===== config.mk =====
export PLATFORM = sky130hd
export DESIGN_NAME = rca_seq_adder
export DESIGN_NICKNAME = d
export VERILOG_FILES = /design/src/rtl/rca_seq_adder.sv
export SDC_FILE = /design/constraint.sdc
export NUM_CORES = 1
export LEC_CHECK = 0
export CAP_MARGIN = 10
export CORE_ASPECT_RATIO = 0.7
export CORE_MARGIN = 10
export CORE_UTILIZATION = 50
export CTS_BUF_LIST = sky130_fd_sc_hd__clkbuf_16
export CTS_CLUSTER_DIAMETER = 60
export CTS_CLUSTER_SIZE = 40
export DETAILED_ROUTE_END_ITERATION = 12
export DONT_BUFFER_PORTS = 1
export SYNTH_ARGS = -nofsm -noshare
export SYNTH_HDL_FRONTEND = slang
export SYNTH_SLANG_ARGS = --single-unit

===== constraint.sdc =====
create_clock -name clk -period 3.4 [get_ports clk]
set_clock_uncertainty 0.05 [all_clocks]
set_input_delay 0.85 -clock clk [delete_from_list [all_inputs] [get_ports clk]]
set_output_delay 0.85 -clock clk [all_outputs]
set_load 0.02 [all_outputs]

===== src/rtl/rca_seq_adder.sv =====
// rca_seq_adder
//
// Sequential wide adder built around a single 4-bit carry-chain slice.
// One nibble is added per clock, least-significant nibble first, with the
// carry between nibbles held in a flop. A WIDTH-bit add therefore takes
// NSLICE = WIDTH/4 clocks after the start-sampling edge.
//
// Optional feature macro: SEQ_ADD_SUB_EN
//   When defined, a 'sub' input exists. With sub=1 the block computes a - b
//   as a + ~b + 1 (cin ignored); cout=1 then means "no borrow".
//   When undefined, the block is add-only.
//
// Ports:
//   clk       rising-edge clock
//   rst_n     asynchronous active-low reset
//   start     request, sampled only while idle
//   sub       subtract select (only with SEQ_ADD_SUB_EN)
//   a, b      WIDTH-bit operands, latched on an accepted start
//   cin       carry into nibble 0
//   busy      high while nibbles are being processed
//   done      one-cycle pulse, result valid
//   sum       registered result, held until the next accepted start
//   cout      carry out of the most-significant nibble
//   overflow  two's-complement overflow of the full-width add

module rca_seq_adder #(
   parameter int WIDTH = 16
) (
   input  logic             clk,
   input  logic             rst_n,
   input  logic             start,
`ifdef SEQ_ADD_SUB_EN
   input  logic             sub,
`endif
   input  logic [WIDTH-1:0] a,
   input  logic [WIDTH-1:0] b,
   input  logic             cin,
   output logic             busy,
   output logic             done,
   output logic [WIDTH-1:0] sum,
   output logic             cout,
   output logic             overflow
);

   localparam int NSLICE = WIDTH / 4;
   localparam int IDXW   = (NSLICE > 1) ? $clog2(NSLICE) : 1;
   localparam logic [IDXW-1:0] LAST_IDX = IDXW'(NSLICE - 1);

   // Reject widths the nibble slicing cannot represent.
   generate
      if ((WIDTH < 4) || ((WIDTH % 4) != 0)) begin : g_bad_width
         $error("rca_seq_adder: WIDTH must be a multiple of 4 and >= 4");
      end
   endgenerate

   typedef enum logic {
      IDLE,
      RUN
   } state_t;

   state_t            state;
   state_t            state_next;
   logic [WIDTH-1:0]  a_r;
   logic [WIDTH-1:0]  b_r;
   logic              carry;
   logic [IDXW-1:0]   idx;
   logic [3:0]        nib_a;
   logic [3:0]        nib_b;
   logic [4:0]        slice;
   logic              accept;
   logic              last;
   logic              sub_eff;

   // Effective subtract select; tied off in the add-only build so both
   // builds share one datapath.
   always_comb begin
`ifdef SEQ_ADD_SUB_EN
      sub_eff = sub;
`else
      sub_eff = 1'b0;
`endif
   end

   // The 4-bit slice: pick the current nibble of each latched operand and
   // add it with the held carry. Bit 4 of the result is the nibble carry.
   always_comb begin
      nib_a  = a_r[4*idx +: 4];
      nib_b  = b_r[4*idx +: 4];
      slice  = {1'b0, nib_a} + {1'b0, nib_b} + {4'b0000, carry};
      accept = (state == IDLE) && start;
      last   = (state == RUN) && (idx == LAST_IDX);
   end

   // State register.
   always_ff @(posedge clk or negedge rst_n) begin
      if (!rst_n) begin
         state <= IDLE;
      end else begin
         state <= state_next;
      end
   end

   // Next-state logic: leave IDLE on an accepted start, return after the
   // last nibble. Starts seen while running are simply not looked at.
   always_comb begin
      state_next = state;
      case (state)
         IDLE:    if (start) state_next = RUN;
         RUN:     if (last)  state_next = IDLE;
         default: state_next = IDLE;
      endcase
   end

   assign busy = (state == RUN);

   // Datapath: latch operands on accept, then write one sum nibble per
   // clock. The final nibble also produces cout, overflow and the done
   // pulse. In subtract mode b is inverted at latch time and the initial
   // carry forced to 1, so the overflow formula naturally sees ~b.
   always_ff @(posedge clk or negedge rst_n) begin
      if (!rst_n) begin
         a_r      <= '0;
         b_r      <= '0;
         carry    <= 1'b0;
         idx      <= '0;
         sum      <= '0;
         cout     <= 1'b0;
         overflow <= 1'b0;
         done     <= 1'b0;
      end else begin
         done <= 1'b0;
         if (accept) begin
            a_r      <= a;
            b_r      <= sub_eff ? ~b : b;
            carry    <= sub_eff ? 1'b1 : cin;
            idx      <= '0;
            cout     <= 1'b0;
            overflow <= 1'b0;
         end else if (state == RUN) begin
            sum[4*idx +: 4] <= slice[3:0];
            carry           <= slice[4];
            idx             <= idx + 1'b1;
            if (last) begin
               cout     <= slice[4];
               overflow <= (a_r[WIDTH-1] == b_r[WIDTH-1]) &&
                           (slice[3] != a_r[WIDTH-1]);
               done     <= 1'b1;
               idx      <= '0;
            end
         end
      end
   end

endmodule

After elaboration in Yosys (flattened, before gate mapping)
Index checks and enable logic that the tools add are counted.

cells by class
  reduce and logical (&&, ||, !) cells = 7
  equality and inequality tests = 3
  shift-type cells = 4
  muxes and demuxes = 18
  bitwise operators = 2
  add/sub/neg operators = 4

operator list
  kind                                                   count
  negator 4 -> 34 bit                                    1
  variable shift 4 x 34 -> 16 bit, first input constant  1
  variable part select 4 x 34 -> 16 bit                  1
  variable part select 16 x 5 -> 4 bit                   2
  bitwise mux 16 bit                                     1
  two-way mux 1 bit                                      13
  two-way mux 2 bit                                      3
  adder 4 x 4 -> 5 bit                                   1
  adder 5 x 1 -> 5 bit                                   1
  AND reduction 2 bit                                    2
  nonzero test 2 bit                                     2
  logical AND 1 bit                                      3
  adder 2 x 1 -> 2 bit, second input constant            1
  == test 2 bit, second input constant                   1
  inverter 1 bit                                         2
  one-hot mux 1 bit (2 select lines)                     1
  == test 1 bit                                          1
  inequality test 1 bit                                  1

storage, ports and cells
  word-level logic and storage cells = 47
  register bits = 55
  output and inout bits = 20
  input bits = 36

Depth between registers and ports, before layout
  depth after elaboration = 8
  gate-level depth with buffers = 7
  gate-level depth less buffers = 6

Least setup slack after synthesis
OpenSTA, ideal clock, no wires.

  kind = reg2reg
  from = register idx[0]
  to = register cout
  data required time = 3.222 ns
  cell stages (with the launch flop) = 8
  library setup time = 0.128 ns
  data arrival time = 2.359 ns
  path buffers = 1
  period minus slack after synthesis = 2.537 ns
  setup slack = 0.863 ns
  cells stage by stage = dfrtp_1 > buf_6 > mux4_2 > fa_1 > fa_1 > a21o_1 > a21oi_1 > o21ai_0

on the way
  cells in the longest elaborated chain, start to end = 6
  elaborated cells between the ends (all ways) = 11
  those cells by class = add/sub (2); eq/ne (1); shift (2); mux (3); reduce/logical (3)

ends and longest elaborated chain
  item                                                     line    source
  start, declared                                          66      logic [IDXW-1:0] idx;
  start signal, assigned                                   142     idx <= idx + 1'b1;
  variable part select 16 x 5 -> 4 bit (on tied branches)  87, 88
  adder 4 x 4 -> 5 bit                                     89      slice = {1'b0, nib_a} + {1'b0, nib_b} + {4'b0000, carry};
  adder 5 x 1 -> 5 bit                                     89
  two-way mux 1 bit                                        143     if (last) begin
  two-way mux 1 bit                                        139     end else if (state == RUN) begin
  two-way mux 1 bit                                        132     if (accept) begin
  end signal, assigned                                     144     cout <= slice[4];
  end, declared                                            41      output logic cout,

Several ways; a longest one is shown, not always the timed one. The select of a mux whose other input is x is not followed.
A chain may end at the register's enable or synchronous reset.

Worst setup path in the final report
  from = register idx[0]
  to = register sum[2]

on the way
  cells in the longest elaborated chain, start to end = 5
  elaborated cells between the ends (all ways) = 8
  those cells by class = add/sub (3); shift (4); mux (1)

ends and longest elaborated chain
  item                                                     line    source
  variable part select 16 x 5 -> 4 bit (on tied branches)  87, 88
  adder 4 x 4 -> 5 bit                                     89
  adder 5 x 1 -> 5 bit                                     89
  variable part select 4 x 34 -> 16 bit                    140     sum[4*idx +: 4] <= slice[3:0];
  bitwise mux 16 bit *                                     140
  end signal, assigned by index                            140
  end, declared                                            40      output logic [WIDTH-1:0] sum,

Every way passes the cells marked *; elsewhere a longest branch is shown, timed or not.

==> results by group <==
Timing
  – RSZ-0062 raised after global routing: false
  – Least-Margin Pin Slew: 0.612 ns
  – Final WS setup: 0.718 ns
  – Fmax: 373 MHz
  – Min cycle time layout: 2.68 ns
  – Fin. Hold Viols: 0
  – Crit share post-route: 78.9%
  – Final setup vio count: 0
  – Fin Setup TNS: 0 ns
  – Slew Viols, Final: 0
  – Relative slew slack: 59.2%

Setup path
  – Worst path max stage delay: 0.56 ns
  – CP most frequent cell: fa_1
  – CP Capture Type: register
  – CP Launch Point: idx[0]$_DFFE_PN0P_
  – Crit-path max FO: 5
  – CP max-delay cell: mux4_2
  – Critical path type: reg -> reg
  – Reg-to-Reg Start: idx[0]$_DFFE_PN0P_
  – CP Cell Sequence: mux4_2, fa_1, fa_1, xor2_1, nand2_1, o21ai_0
  – CP Launch Type: register
  – Worst Path Arrival: 2.84 ns
  – CP required: 3.55 ns

Synth
  – FF+latch count, synth: 55
  – Top_reg_cell synth: dfrtp_1
  – Sequential area share after synthesis: 54.4%
  – Synth warnings: 0
  – Syn Inst Count: 245
  – Post-Synthesis Net Count: 291
  – Fraction of registers with async set/reset: 100%
  – Cell variety after synth: 33
  – Post-synth EDFFs: 0
  – Netlist Area Pre-Place: 2530 um2
  – Synth Area per Inst: 10.3 um2

Placed design
  – Detailed placement HPWL: 4180 um
  – Pre-CTS WS: 0.746 ns
  – Gp weighted congestion: 0.783
  – Port bufs: 0

GRT
  – First-pass GRT wire length: 9350 um
  – Largest net degree at the start of global routing: 56
  – Number of global-route vias before repair: 1724
  – GRT Total Usage: 13.7%
  – Antenna violations before repair: 0
  – Grt ovf: 0

Power
  – P_leak: 1.38 nW
  – Worst VDD drop: 0.000570 V
  – Sequential share of power: 40.3%
  – Gate power share: 41.7%
  – Clk pwr share: 18.1%
  – Power Dens Cells: 1130 nW/um2
  – Pwr Total: 0.00311 W
  – Net switching power: 0.00128 W
  – Internal: 0.00183 W
  – Sw frac: 41.1%

Route
  – DRC Markers: 0
  – Final ANT Viol Nets: 0
  – Initial DRC count: 71
  – Max Used Layer: met4
  – DR WL met3: 399 um
  – Routed vias: 1662
  – DRT met1 WL: 3020 um
  – Vias per std cell: 5.31
  – Router iterations before antenna repair: 4
  – Post-Route WL: 5590 um
  – Wire length on met2: 2150 um
  – Avg WL per Cell: 17.8 um

Flow run
  – Max Cap Viol: 0

CTS
  – H-Tree Level Count: 2
  – Maximum clock path buffer count: 2
  – # hold bufs at CTS: 0
  – TritonCTS clock tree: built
  – Sink Count: 55
  – PostCTS Resize Cnt: 0
  – Clk_lat worst skew: 0.29 ns
  – Post-CTS Setup Bufs: 0
  – Clock slew seen by the registers of the worst setup and hold paths: 0.07 ns
  – Clk root buf: clkbuf_16
  – Num CTS Buffers: 5

Floorplan
  – Die area: 8350 um2
  – Core area: 4830 um2
  – Die Y: 79.5 um
  – IO Count: 56
  – Starting Density: 52.3%
  – Die Width: 105 um
  – Rows: 21

Layout
  – Nets: 289
  – Most common cell after layout, fill and taps aside: nand2_1
  – Layout cell share with drive strength beyond 1: 8.20%
  – N_diodes: 0
  – Layout area overhead: 8.65%
  – Commonest non-fill, non-tap cells in the layout: nand2_1, dfrtp_1, a22o_1, ha_1, mux4_2

Min path
  – Hold Path Class: in -> async

Status
  – Status: completed
-- critical path, delay by kind of cell, from the launching register on --
kind,cells,cell delay (ns)
flip-flops,1,0.48
AO/OA/AOI/OAI,1,0.16
adder cells (fa/ha/maj),2,0.86
multiplexers,1,0.56
AND/OR/NAND/NOR,1,0.09
XOR/XNOR,1,0.39
-- metal layers --
metal / track usage [%] / up-vias
li1: - / 816
met1: 20.5 / 795
met2: 18.2 / 47
met3: 5.32 / 4
met4: 2.46 / 0
met5: 0 / -
-- cells by family after synthesis --
family	count (synthesis)	synth area share [%]
flops	55	54.4
simple gates	128	21.2
buf+inv	15	2.97
compound gates	27	7.96
mux	8	7.27
fa+ha+maj	10	5.54
xor+xnor	2	0.693
-- sequential cells by signal, summed over array words and instances (netlist names) --
name / count
cout: 1
done: 1
overflow: 1
a_r: 16
b_r: 16
idx: 2
busy: 1
carry: 1
sum: 16
-- power groups by stage --
stage | clock network [W] | logic [W] | registers, W
finish | 0.000562 | 0.00130 | 0.00125
global route | 0.000601 | 0.00148 | 0.00130
CTS | 0.000572 | 0.00130 | 0.00126
detailed placement | 0 | 0.00130 | 0.00127
global placement | 0 | 0.00128 | 0.00127
floorplan | 0 | 0.00105 | 0.00115
-- cell usage after synthesis (3+ instances only) --
cell type,instances,area share (%)
nand2_1,110,16
dfrtp_1,55,54
a22o_1,13,4.5
ha_1,8,4.0
mux4_2,7,6.2
buf_2,6,1.2
o21ai_0,6,1.2
clkbuf_1,4,0.59
a21o_1,3,0.89
inv_1,3,0.45
nor2b_1,3,0.74
-- layout make-up --
cell class                      instances  area, um2
Clock inverter                          3       38.8
Timing Repair Buffer                    3       30.0
Sequential cell                        55       1380
Fill cell                             455       2090
Multi-Input combinational cell        175       1080
Tap cell                               69       86.3
Clock buffer                            5        125
Inverter                                3       11.3
-- path summary, 6_finish.rpt --
| kind | cells after the start | to | slack [ns] |
|---|---|---|---|
| setup reg to reg | 6 | sum[2]$_DFFE_PN0P_ | 0.72 |
| setup / recovery | 6 | sum[2]$_DFFE_PN0P_ | 0.72 |
| hold reg to reg | 2 | a_r[10]$_DFFE_PN0P_ | 0.42 |
| min in group clk | 2 | a_r[10]$_DFFE_PN0P_ | 0.42 |
| max in group asynchronous | 0 | a_r[11]$_DFFE_PN0P_ | 3.00 |
| hold / removal | 0 | b_r[13]$_DFFE_PN0P_ | 0.20 |
-- stage by stage --
step | std cells | cell area, um2 | utilization (%) | hold WS, ns
after floorplan | 245 | 2530 | - | 0.387
after global placement | 304 | 2570 | 53.2 | 0.409
after detailed placement | 304 | 2570 | 53.2 | 0.409
after CTS | 312 | 2730 | 56.5 | 0.200
after global routing | 313 | 2750 | 56.9 | 0.189
final | 313 | 2750 | 56.9 | 0.203
(Power assumes the default switching activity.)
